File: src/rtl/rom_loader_responder_if.sv
// Handshake bundles for the ROM loader: the initiator-to-responder word channel
// and the req/ready ROM write port.

interface rom_loader_if #(
  parameter int DATA_WIDTH = 16
);
  logic                  rom_loader_reset;
  logic                  rom_loader_load;
  logic [DATA_WIDTH-1:0] rom_loader_data;
  logic                  rom_loader_load_received;
  logic                  rom_loader_ack;

  modport master (
    output rom_loader_reset,
    output rom_loader_load,
    output rom_loader_data,
    input  rom_loader_load_received,
    input  rom_loader_ack
  );

  modport slave (
    input  rom_loader_reset,
    input  rom_loader_load,
    input  rom_loader_data,
    output rom_loader_load_received,
    output rom_loader_ack
  );
endinterface

interface rom_write_if #(
  parameter int DATA_WIDTH = 16,
  parameter int ADDR_WIDTH = 15
);
  logic                  mem_write_req;
  logic [ADDR_WIDTH-1:0] mem_write_addr;
  logic [DATA_WIDTH-1:0] mem_write_data;
  logic                  mem_write_ready;

  modport master (
    output mem_write_req,
    output mem_write_addr,
    output mem_write_data,
    input  mem_write_ready
  );

  modport slave (
    input  mem_write_req,
    input  mem_write_addr,
    input  mem_write_data,
    output mem_write_ready
  );
endinterface

File: src/rtl/rom_loader_responder.sv
// Responder side of the ROM-loader handshake: takes one word per handshake and
// writes words sequentially from address 0 into the instruction ROM.

module rom_loader_responder #(
  parameter int DATA_WIDTH = 16,
  parameter int ADDR_WIDTH = 15
) (
  input  logic              clk,
  input  logic              reset_n,
  rom_loader_if.slave       loader,
  rom_write_if.master       mem,
  output logic [ADDR_WIDTH:0] words_written,
  output logic              overflow,
  output logic              busy
);

  typedef enum logic [1:0] {
    IDLE  = 2'd0,
    WRITE = 2'd1,
    ACK   = 2'd2
  } state_t;

  state_t                r_state;
  logic                  r_load_received;
  logic                  r_ack;
  logic                  r_req;
  logic [ADDR_WIDTH-1:0] r_addr;
  logic [DATA_WIDTH-1:0] r_data;
  logic [ADDR_WIDTH:0]   r_words_written;
  logic                  r_overflow;
  logic                  r_busy;
  logic                  w_full;

  // The counter never exceeds ROM_DEPTH, so its top bit alone marks a full ROM.
  assign w_full = r_words_written[ADDR_WIDTH];

  // An ACK entry with load_received still high is the overflow path: the
  // discarded word still owes its ack pulse before returning to IDLE.
  always_ff @(posedge clk or negedge reset_n) begin
    if (!reset_n) begin
      r_state         <= IDLE;
      r_load_received <= 1'b0;
      r_ack           <= 1'b0;
      r_req           <= 1'b0;
      r_addr          <= '0;
      r_data          <= '0;
      r_words_written <= '0;
      r_overflow      <= 1'b0;
      r_busy          <= 1'b0;
    end else if (loader.rom_loader_reset) begin
      r_state         <= IDLE;
      r_load_received <= 1'b0;
      r_ack           <= 1'b0;
      r_req           <= 1'b0;
      r_addr          <= '0;
      r_data          <= '0;
      r_words_written <= '0;
      r_overflow      <= 1'b0;
      r_busy          <= 1'b0;
    end else begin
      case (r_state)
        IDLE: begin
          if (loader.rom_loader_load) begin
            r_load_received <= 1'b1;
            r_busy          <= 1'b1;
            if (!w_full) begin
              r_data  <= loader.rom_loader_data;
              r_addr  <= r_words_written[ADDR_WIDTH-1:0];
              r_req   <= 1'b1;
              r_state <= WRITE;
            end else begin
              r_overflow <= 1'b1;
              r_state    <= ACK;
            end
          end
        end
        WRITE: begin
          r_load_received <= 1'b0;
          if (mem.mem_write_ready) begin
            r_req           <= 1'b0;
            r_words_written <= r_words_written + (ADDR_WIDTH+1)'(1);
            r_ack           <= 1'b1;
            r_state         <= ACK;
          end
        end
        ACK: begin
          if (r_load_received) begin
            r_load_received <= 1'b0;
            r_ack           <= 1'b1;
          end else begin
            r_ack   <= 1'b0;
            r_busy  <= 1'b0;
            r_state <= IDLE;
          end
        end
        default: begin
          r_state         <= IDLE;
          r_load_received <= 1'b0;
          r_ack           <= 1'b0;
          r_req           <= 1'b0;
          r_busy          <= 1'b0;
        end
      endcase
    end
  end

  assign loader.rom_loader_load_received = r_load_received;
  assign loader.rom_loader_ack           = r_ack;
  assign mem.mem_write_req               = r_req;
  assign mem.mem_write_addr              = r_addr;
  assign mem.mem_write_data              = r_data;
  assign words_written                   = r_words_written;
  assign overflow                        = r_overflow;
  assign busy                            = r_busy;

endmodule

File: src/flat_wrapper.sv
// flat-port wrapper written by rule: the top's interface ports become plain ports
module rom_loader_responder_flat 
#(
  parameter int DATA_WIDTH = 16,
  parameter int ADDR_WIDTH = 15
)
  (clk, reset_n, words_written, overflow, busy, loader_rom_loader_reset, loader_rom_loader_load, loader_rom_loader_data, loader_rom_loader_load_received, loader_rom_loader_ack, mem_mem_write_req, mem_mem_write_addr, mem_mem_write_data, mem_mem_write_ready);
  rom_loader_if #(.DATA_WIDTH(DATA_WIDTH)) loader_i ();
  rom_write_if #(.DATA_WIDTH(DATA_WIDTH), .ADDR_WIDTH(ADDR_WIDTH)) mem_i ();
  input  logic clk;
  input  logic reset_n;
  output logic [ADDR_WIDTH:0] words_written;
  output logic overflow;
  output logic busy;
  input wire logic [$bits(loader_i.rom_loader_reset)-1:0] loader_rom_loader_reset;
  input wire logic [$bits(loader_i.rom_loader_load)-1:0] loader_rom_loader_load;
  input wire logic [$bits(loader_i.rom_loader_data)-1:0] loader_rom_loader_data;
  output wire logic [$bits(loader_i.rom_loader_load_received)-1:0] loader_rom_loader_load_received;
  output wire logic [$bits(loader_i.rom_loader_ack)-1:0] loader_rom_loader_ack;
  output wire logic [$bits(mem_i.mem_write_req)-1:0] mem_mem_write_req;
  output wire logic [$bits(mem_i.mem_write_addr)-1:0] mem_mem_write_addr;
  output wire logic [$bits(mem_i.mem_write_data)-1:0] mem_mem_write_data;
  input wire logic [$bits(mem_i.mem_write_ready)-1:0] mem_mem_write_ready;
  assign loader_i.rom_loader_reset = loader_rom_loader_reset;
  assign loader_i.rom_loader_load = loader_rom_loader_load;
  assign loader_i.rom_loader_data = loader_rom_loader_data;
  assign loader_rom_loader_load_received = loader_i.rom_loader_load_received;
  assign loader_rom_loader_ack = loader_i.rom_loader_ack;
  assign mem_mem_write_req = mem_i.mem_write_req;
  assign mem_mem_write_addr = mem_i.mem_write_addr;
  assign mem_mem_write_data = mem_i.mem_write_data;
  assign mem_i.mem_write_ready = mem_mem_write_ready;
  rom_loader_responder #(.DATA_WIDTH(DATA_WIDTH), .ADDR_WIDTH(ADDR_WIDTH)) u_core (.clk(clk), .reset_n(reset_n), .loader(loader_i), .mem(mem_i), .words_written(words_written), .overflow(overflow), .busy(busy));
endmodule
File: config.mk
export PLATFORM = sky130hd
export DESIGN_NAME = rom_loader_responder_flat
export DESIGN_NICKNAME = d
export VERILOG_FILES = /design/src/rtl/rom_loader_responder_if.sv /design/src/rtl/rom_loader_responder.sv /design/src/flat_wrapper.sv
export SDC_FILE = /design/constraint.sdc
export NUM_CORES = 1
export LEC_CHECK = 0
export ABC_AREA = 1
export CORE_MARGIN = 2
export CORE_UTILIZATION = 51
export CTS_BUF_LIST = sky130_fd_sc_hd__clkbuf_4 sky130_fd_sc_hd__clkbuf_8 sky130_fd_sc_hd__clkbuf_16
export DETAILED_ROUTE_END_ITERATION = 16
export PLACE_DENSITY = 0.95
export SYNTH_ARGS = -nofsm -noshare
export SYNTH_HDL_FRONTEND = slang
export SYNTH_SLANG_ARGS = --single-unit
File: constraint.sdc
create_clock -name clk -period 3.55 [get_ports clk]
set_clock_uncertainty 0.05 [all_clocks]
set_input_delay 0.355 -clock clk [delete_from_list [all_inputs] [get_ports clk]]
set_output_delay 0.355 -clock clk [all_outputs]
set_load 0.02 [all_outputs]
* After elaboration in Yosys (flattened, before gate mapping)
Index checks and enable logic that the tools add are counted.
Word-level totals: output and inout bits 52, logic and storage cells 69, register bits 54, input port bits 21
Cells by class: add/subtract/negate cells 1, mux-type cells 36, equal/unequal tests 10, reductions and logical operators 13
Operators by type and width (count):
- $mux W16 | 7
- $mux W15 | 4
- $add A16 B1 Y16 const B | 1
- $mux W1 | 16
- $ne A3 B3 Y1 const B | 4
- $reduce_and A3 Y1 | 4
- $mux W2 | 5
- $reduce_bool A2 Y1 | 5
- $pmux W1 S3 | 3
- $ne A2 B2 Y1 const B | 4
- $pmux W2 S3 | 1
- $reduce_and A2 Y1 | 2
- $reduce_and A4 Y1 | 1
- $eq A2 B1 Y1 const B | 1
- $eq A2 B2 Y1 const B | 1
- $logic_not A2 Y1 | 1

* Depth between registers and ports, before layout
Gate-level depths: netlist of run 1.
depth in word-level cells 4, mapped depth 9, gate-level depth less buffers 9

* Least setup slack after synthesis of run 1
No wires, ideal clock.
path kind reg2reg, start reg u_core.r_words_written[1], in the netlist u_core.words_written[1], end reg u_core.r_words_written[14], in the netlist u_core.words_written[14], arrival time 1249 ps, buffers on the path 0, library setup time 117 ps, stages on the path, launching flop included 9, setup slack 2133 ps, path through dfrtp_1 > ha_1 > nand2_1 > nor2_2 > nand3b_4 > nor2_1 > nand2_1 > nand2_1 > nor2_1
On the way: longest elaborated chain between the ends 4
Ends and longest elaborated chain:
- from (decl) | RTL line rom_loader_responder.sv:29 | logic [ADDR_WIDTH:0] r_words_written;
- from (signal assigned) | RTL line rom_loader_responder.sv:81 | r_words_written <= r_words_written + (ADDR_WIDTH+1)'(1);
- $add A16 B1 Y16 | RTL line rom_loader_responder.sv:81
- $mux W16 | RTL line rom_loader_responder.sv:79 | if (mem.mem_write_ready) begin
- $mux W16 | RTL line rom_loader_responder.sv:61 | case (r_state)
- $mux W16 | RTL line rom_loader_responder.sv:50 | end else if (loader.rom_loader_reset) begin
No other way between the ends. The select of a mux whose other input is x is not followed. A chain may end at the register's enable or synchronous reset.

* Worst setup path after layout of run 1
start in loader_rom_loader_reset, end reg u_core.r_addr[4], in the netlist u_core.mem.mem_write_addr[4]
On the way: longest elaborated chain between the ends 2
Ends and longest elaborated chain:
- from (decl) | RTL line flat_wrapper.sv:15 | input wire logic [$bits(loader_i.rom_loader_reset)-1:0] loader_rom_loader_reset;
- $ne A2 B2 Y1 (no source line) / $reduce_bool A2 Y1 (equally long branches)
- $reduce_and A3 Y1 (no source line)
- to (signal assigned) | RTL line rom_loader_responder.sv:68 | r_addr <= r_words_written[ADDR_WIDTH-1:0];
- to (decl) | RTL line rom_loader_responder.sv:27 | logic [ADDR_WIDTH-1:0] r_addr;
Several ways; a longest one is shown, not always the timed one.

==> results.rst, run 1 <==
.. list-table::
   :header-rows: 1

   * - Metric
     - Value
   * - Net count after synthesis
     - 325
   * - Drc violations
     - 0
   * - WP data required
     - 3.73 ns
   * - Vias after detailed routing
     - 2340
   * - GPL Wtd Cong
     - 0.817
   * - Yosys warning total
     - 0
   * - Critical path buffer and inverter count
     - 2
   * - Initial DRC Count
     - 208
   * - Area of all sequential standard cells
     - 1350 um2
   * - Final Hold Viols
     - 0
   * - Flops & latches, synth
     - 54
   * - Most common flop cell mapped by yosys
     - sky130_fd_sc_hd__dfrtp_1
   * - Share of Yosys cell area claimed by the top area cell type
     - 0.518
   * - Worst-path clk slew
     - 0.10 ns
   * - Kind of cell with the highest combined delay on the critical path
     - buffers and inverters
   * - EDFF count, synth
     - 0
   * - Setup violations, final
     - 0
   * - Effective utilization at floorplan
     - 0.520
   * - Area of all placed cells without fillers
     - around 3400 um2
   * - Number of rows in the core area
     - 26
   * - F_max
     - 487 MHz
   * - Post-synthesis instance area
     - 2610 um2
   * - Global route total overflow
     - 0
   * - Most common cell in the synthesized netlist
     - sky130_fd_sc_hd__nand2_1
   * - Number of global-route vias before repair
     - 2157
   * - Number of slew-limit violations in the final report
     - 0
   * - RSZ-0062 raised after global routing
     - no
   * - Share of the cycle needed by the critical path after routing
     - 0.578
   * - Total number of nets in the final design
     - between 300 and 400
   * - Number of setup buffers added after CTS
     - 0
   * - Pin count of the biggest net entering global routing
     - 52
   * - Met3 demand-to-capacity share in global routing
     - 0.0608
   * - VDD IR-drop max
     - between 300 and 400 uV
   * - Setup Crit Path Kind
     - in2reg
   * - Filler cell count
     - 404
   * - Number of antenna violations at the first check in global routing
     - 0
   * - Clock tree from TritonCTS
     - built
   * - Sort of element at the end of the critical path
     - flip-flop
   * - Overall routed net length
     - 6.07 mm
   * - Cell variety after synth
     - 29
   * - Clock latency reported for the late side of the worst-skew pair
     - 0.31 ns
   * - Die width
     - 75.5 um
   * - Outcome
     - finished, final reports clean
   * - List of cells traversed by the critical path
     - clkdlybuf4s50_1, inv_6, nand2_8, nor2_8, nand2_2, o21ai_0
   * - Standard cell core area
     - between 5000 and 6000 um2
   * - First-pass GRT wire length
     - 9.71 mm
   * - Post-cts repair resize count
     - 0
   * - Largest incremental delay on the critical path
     - 0.63 ns
   * - Global-route layer with the greatest usage
     - met2
   * - Post-detail-place hpwl
     - 4.28 mm
   * - Power per cell area
     - 471 nW/um2
   * - Quantity of hold-fixing buffers added after cts
     - 1
   * - CTS H-tree depth
     - 2
   * - Total negative slack for setup checks
     - 0 ns
   * - Cell type contributing the most total cell area after synthesis
     - sky130_fd_sc_hd__dfrtp_1
   * - Die Footprint
     - 5700 um2
   * - Slew @ Worst Pin
     - 0.682 ns
   * - Number of buffers added on ports
     - 72
   * - Critical path startpoint category
     - input port
   * - Critical Path Slowest Stage Cell
     - sky130_fd_sc_hd__clkdlybuf4s50_1
   * - Post-Syn Instances
     - 300
   * - Clock tree root driver cell
     - sky130_fd_sc_hd__clkbuf_8
   * - Final antenna diode count
     - 0
   * - Leakage power figure
     - 1.56 nW
   * - Synthesis-to-finish area growth
     - 32.3%
   * - Vias per std cell
     - ~5.3
   * - Post-synthesis async set-or-reset flop share
     - 1.00
   * - Max-slew headroom
     - 0.545
   * - Average detailed-routed wire length per instance
     - 13.8 um
   * - Number of max-cap violations
     - 0
   * - Share of post-route cells with drive strength above 1
     - 0.0840
   * - Die outline height
     - ~76 um
   * - Main area contributors after synthesis
     - sky130_fd_sc_hd__dfrtp_1 (52%), sky130_fd_sc_hd__nand3_1 (11%), sky130_fd_sc_hd__nand2_1 (9.1%)
   * - Number of detailed-routing iterations run before antenna repair
     - 4
   * - I/O pins
     - 73
   * - Worst endpoint data arrival time
     - around 2.2 ns
   * - Total clock buffers created by CTS
     - 5
   * - Worst Path Max Fanout
     - around 50
   * - Overall routing resource usage
     - 0.222
   * - Remaining number of nets flagged by the antenna check after routing
     - 0
   * - Class of the most critical hold timing path
     - reg2reg
   * - Top cells by instance count after synthesis
     - sky130_fd_sc_hd__nand2_1 (63), sky130_fd_sc_hd__nand3_1 (58), sky130_fd_sc_hd__dfrtp_1 (54)
   * - Final worst path period need
     - 2.05 ns
   * - Standard cell area after detailed placement
     - approximately 3300 um2
   * - Sequential share of the synthesized area
     - 0.518
   * - Average instance area after synthesis
     - ~8.7 um2
   * - Number of sinks driven by the clock tree
     - 54
   * - Met1 Resource Use GR
     - 0.297
   * - Combined area of the multi-input logic cells
     - 1060 um2
   * - Buffer depth of the longest clock path
     - 2
   * - Met2 Usage GRT
     - 0.352
[registers in the layout, summed over array words and instances, names as in the netlist]
register / cells
u_core.mem.mem_write_req: 1
u_core.r_state: 2
u_core.overflow: 1
u_core.busy: 1
u_core.words_written: 16
u_core.loader.rom_loader_load_received: 1
u_core.mem.mem_write_addr: 15
u_core.loader.rom_loader_ack: 1
u_core.mem.mem_write_data: 16
[layout by cell type, fill, tap and decap left out, types with 3 or more instances in the layout]
cell type / Yosys / layout
sky130_fd_sc_hd__dfrtp_1: 54 / 54
sky130_fd_sc_hd__inv_1: 21 / 21
sky130_fd_sc_hd__o21ai_2: 3 / 3
sky130_fd_sc_hd__nand3_1: 58 / 58
sky130_fd_sc_hd__nor2_2: 5 / 5
sky130_fd_sc_hd__clkdlybuf4s50_1: 0 / 71
sky130_fd_sc_hd__nor2_1: 30 / 30
sky130_fd_sc_hd__ha_1: 4 / 4
sky130_fd_sc_hd__o21ai_0: 14 / 14
sky130_fd_sc_hd__a21oi_1: 12 / 12
sky130_fd_sc_hd__clkbuf_8: 0 / 8
sky130_fd_sc_hd__nand2_1: 63 / 63
[routing by layer]
| layer | vias to the layer above | wire length, um |
|---|---|---|
| met5 | - | 0 |
| met4 | 0 | 89 |
| met3 | 9 | 387 |
| met2 | 88 | 3000 |
| met1 | 1122 | 2600 |
| li1 | 1121 | - |
[worst reg2reg max path, delay by kind of cell (launching register included)]
| kind | cells | cell delay (ns) |
|---|---|---|
| compound gates | 1 | 0.44 |
| fa+ha+maj | 1 | 0.32 |
| buf+inv | 1 | 0.11 |
| flops | 1 | 0.43 |
| simple gates | 1 | 0.60 |
[cells by family (layout without fill, tap and decap cells)]
kind of cell,count (synthesis),after routing,share of synthesized area
and+or+nand+nor,168,168,0.311
DFF,54,54,0.518
buffers and inverters,38,107,0.0734
AOI/OAI and AO/OA,36,36,0.0782
adders and majority gates,4,4,0.0192
[power by group]
part / switching, W / total [W] / leakage (nW) / internal, W
Combinational: 0.000313 / 0.000510 / 0.765 / 0.000198
Clock: 0.000196 / 0.000394 / 0.0575 / 0.000197
Sequential: 0.0000440 / 0.000721 / 0.742 / 0.000677
Total: 0.000553 / 0.00163 / 1.56 / 0.00107
[worst paths after layout]
path / endpoint / slack [ns] / cells past startpoint / startpoint
worst min-delay path: u_core.loader.rom_loader_ack / 0.47 / 2 / u_core.loader.rom_loader_ack
worst max register to register: u_core.mem.mem_write_addr[1] / 1.50 / 4 / u_core.r_state[0]
worst min register to register: u_core.loader.rom_loader_ack / 0.47 / 2 / u_core.loader.rom_loader_ack
max in group asynchronous: u_core.mem.mem_write_addr[13] / 2.13 / 3 / reset_n
min in group asynchronous: u_core.mem.mem_write_addr[4] / 0.51 / 2 / reset_n
worst max-delay path: u_core.mem.mem_write_addr[4] / 1.50 / 6 / loader_rom_loader_reset
[area by class of cell]
cell class                      count  share of cell area
Inverter                           24              0.0276
Tap cell                           70              0.0254
Multi-Input combinational cell    208               0.309
Timing Repair Buffer               75               0.215
Sequential cell                    54               0.392
Clock buffer                        8              0.0319
[per-stage QoR]
step                      utilization  hold WS (ns)  std cells  power (W)  setup WS, ns
after floorplan                     -       0.00941        300    0.00107          2.13
after detailed placement        0.665         0.315        430    0.00124          1.19
after CTS                       0.689         0.468        439    0.00163          1.49
after global routing            0.689         0.479        439    0.00170          1.28
final                           0.689         0.465        439    0.00163          1.50
after global placement          0.665         0.298        430    0.00122          1.28
Power figures use the tool's default switching activity.
==> run 2, diff against run 1 <==
Settings changed: CORE_UTILIZATION 51 to 48, PLACE_DENSITY 0.95 to 0.91.
Clock period 3.55 ns to 2.09 ns, I/O delays scaled along.
==> results.rst, run 2 (same netlist as run 1, synthesis figures left out) <==
.. list-table::
   :header-rows: 1

   * - Metric
     - Value
   * - CTS H-tree depth
     - 2 (unchanged)
   * - Count of placed standard cells in the final layout, fillers left out
     - 445 (+1.4%)
   * - Critical path buffer and inverter count
     - 1 (-1)
   * - Number of detailed-routing iterations run before antenna repair
     - 5 (+1)
   * - Critical Path Slowest Stage Cell
     - sky130_fd_sc_hd__clkdlybuf4s50_1
   * - Total clock buffers created by CTS
     - 5 (unchanged)
   * - RSZ-0062 raised after global routing
     - no
   * - Final antenna diode count
     - 0 (unchanged)
   * - F_max
     - 554 MHz
   * - Standard cell core area
     - 5170 um2 (+3.2%)
   * - Number of sinks driven by the clock tree
     - 54 (unchanged)
   * - Number of antenna violations at the first check in global routing
     - 0 (unchanged)
   * - Number of setup buffers added after CTS
     - 0 (unchanged)
   * - Final worst path period need
     - between 1.5 and 2 ns
   * - Worst Path Max Fanout
     - 5 (-90%)
   * - Die width
     - 77.7 um (+2.9%)
   * - Number of global-route vias before repair
     - 2331 (+8.1%)
   * - Filler cell count
     - 406 (+0.50%)
   * - Setup Crit Path Kind
     - reg2out
   * - Setup violations, final
     - 0 (unchanged)
   * - WP data required
     - 1.83 ns (-1.90 ns)
   * - Clock tree root driver cell
     - sky130_fd_sc_hd__clkbuf_8
   * - Synthesis-to-finish area growth
     - 33.9%
   * - VDD IR-drop max
     - 499 uV (+52%)
   * - Outcome
     - finished, final reports clean
   * - Setup slack, reg-to-reg
     - 0.48 ns (-1.02 ns)
   * - Slew @ Worst Pin
     - 0.751 ns (+0.0682 ns)
   * - Post-cts repair resize count
     - 0 (unchanged)
   * - Clock tree from TritonCTS
     - built
   * - Max-slew headroom
     - 0.500 (-0.0450)
   * - List of cells traversed by the critical path
     - clkdlybuf4s50_1
   * - Placed instance count
     - 436 (+1.4%)
   * - Worst reg-to-reg path cell count
     - 7 (+3)
   * - Leakage power figure
     - 1.59 nW (+1.7%)
   * - Kind of cell with the highest combined delay on the critical path
     - buffers and inverters
   * - Sort of element at the end of the critical path
     - output pin
   * - Commonest cells after routing, fill and taps aside
     - sky130_fd_sc_hd__clkdlybuf4s50_1 (71), sky130_fd_sc_hd__nand2_1 (63), sky130_fd_sc_hd__nand3_1 (58)
   * - Effective utilization at floorplan
     - 0.504 (-0.0164)
   * - Quantity of hold-fixing buffers added after cts
     - 1 (unchanged)
   * - Total number of nets in the final design
     - 399 (+1.5%)
   * - Capture endpoint of the worst hold path
     - u_core.mem.mem_write_data[5]
   * - Share of the cycle needed by the critical path after routing
     - 0.863
   * - Global route total overflow
     - 0 (unchanged)
   * - Worst-path clk slew
     - 0.09 ns (about the same)
   * - Overall routed net length
     - 6.15 mm (+1.3%)
   * - Drc violations
     - 0 (unchanged)
   * - Die outline height
     - 77.7 um (+2.9%)
   * - Remaining number of nets flagged by the antenna check after routing
     - 0 (unchanged)
   * - Final Hold Viols
     - 0 (unchanged)
   * - Buffer depth of the longest clock path
     - 2 (unchanged)
   * - Worst flop-to-flop path startpoint
     - u_core.r_state[0]
   * - Number of buffers added on ports
     - 72 (unchanged)
   * - Largest incremental delay on the critical path
     - 0.68 ns (+0.05 ns)
   * - Die Footprint
     - 6040 um2 (+5.9%)
   * - Class of the most critical hold timing path
     - in2reg
   * - Post-detail-place hpwl
     - 4.41 mm (+3.2%)
   * - Crit path launch
     - u_core.words_written[15]
   * - Initial DRC Count
     - 255 (+23%)
   * - Number of rows in the core area
     - 26 (unchanged)
   * - Total negative slack for setup checks
     - 0 ns (unchanged)
   * - Average detailed-routed wire length per instance
     - 13.8 um (-0.11%)
   * - Cell depth of the worst min-delay path
     - 3 (+1)
   * - Worst hold path startpoint
     - loader_rom_loader_data[5]
   * - Count of cell instances traversed by the critical path
     - 1 (-5)
   * - Vias per std cell
     - 5.32 (-0.25%)
   * - Number of max-cap violations
     - 0 (unchanged)
   * - GPL Wtd Cong
     - 0.845 (+3.5%)
   * - First-pass GRT wire length
     - 10.8 mm (+11%)
   * - Endpoint of the worst-slack reg-to-reg timing path
     - u_core.mem.mem_write_data[0]
   * - Vias after detailed routing
     - 2366 (+1.1%)
   * - Share of post-route cells with drive strength above 1
     - 0.0987 (+0.0147)
   * - Pin count of the biggest net entering global routing
     - 42 (-19%)
   * - Worst endpoint data arrival time
     - 1.54 ns (-0.69 ns)
   * - Overall routing resource usage
     - 0.221 (-0.00160)
   * - Critical path startpoint category
     - flip-flop
   * - Number of slew-limit violations in the final report
     - 0 (unchanged)
   * - Clock latency reported for the late side of the worst-skew pair
     - 0.31 ns (about the same)
   * - Most common cell after layout, fill and taps aside
     - sky130_fd_sc_hd__clkdlybuf4s50_1
   * - I/O pins
     - 73 (unchanged)
   * - Power per cell area
     - 788 nW/um2 (+67%)
## run 2: changes by cell type in the layout (fill, tap and decap cells not counted)
cell / change
sky130_fd_sc_hd__buf_12: +1
sky130_fd_sc_hd__buf_4: +5
sky130_fd_sc_hd__clkbuf_4: +1
sky130_fd_sc_hd__clkbuf_8: -2
sky130_fd_sc_hd__clkinv_2: +1
## run 2: worst max-delay path by stage
stage,endpoint
2_1_floorplan,u_core.words_written[14]
3_3_place_gp,u_core.r_state[1]
3_5_place_dp,u_core.r_state[1]
4_1_cts,words_written[15]
5_1_grt,words_written[15]
6_report,words_written[15]
## run 2: layout make-up
cell class	instances	area (um2)	area share
Tap cell	70	87.6	0.0251
Inverter	24	95.1	0.0272
Clock buffer	7	90.1	0.0258
Sequential cell	54	1350	0.387
Multi-Input combinational cell	208	1060	0.305
Timing Repair Buffer	81	798	0.229
Clock inverter	1	5.00	0.00143
## run 2: where the power goes
part           leakage, nW  total [W]  internal, W  switching [W]
clock               0.0517   0.000620     0.000281       0.000339
combinational        0.798   0.000911     0.000368       0.000544
sequential           0.742    0.00122      0.00115      0.0000688
## run 2: through the flow
stage	hold slack [ns]	area, um2	utilization	setup slack, ns	total power, W
6_report	0.402	3490	0.675	0.286	0.00275
3_5_place_dp	0.275	3390	0.655	0.233	0.00215
4_1_cts	0.397	3490	0.675	0.283	0.00276
2_1_floorplan	-0.137	2610	-	0.673	0.00181
3_3_place_gp	0.258	3390	0.655	0.280	0.00212
5_1_grt	0.404	3490	0.675	0.243	0.00290
## run 2: per-layer routing
metal,GRT usage,vias to the layer above,wire [um]
li1,-,1132,-
met2,0.348,94,2950
met4,0.0607,0,95
met5,0,-,0
met3,0.0465,11,333
met1,0.310,1129,2770
==> run 3, diff against run 2 <==
Settings changed: GPL_TIMING_DRIVEN from default to 1, HOLD_SLACK_MARGIN from default to 0.08, SLEW_MARGIN from default to 20.
==> results of run 3 <==
Final layout, timing and power as in run 2 (identical DEF).
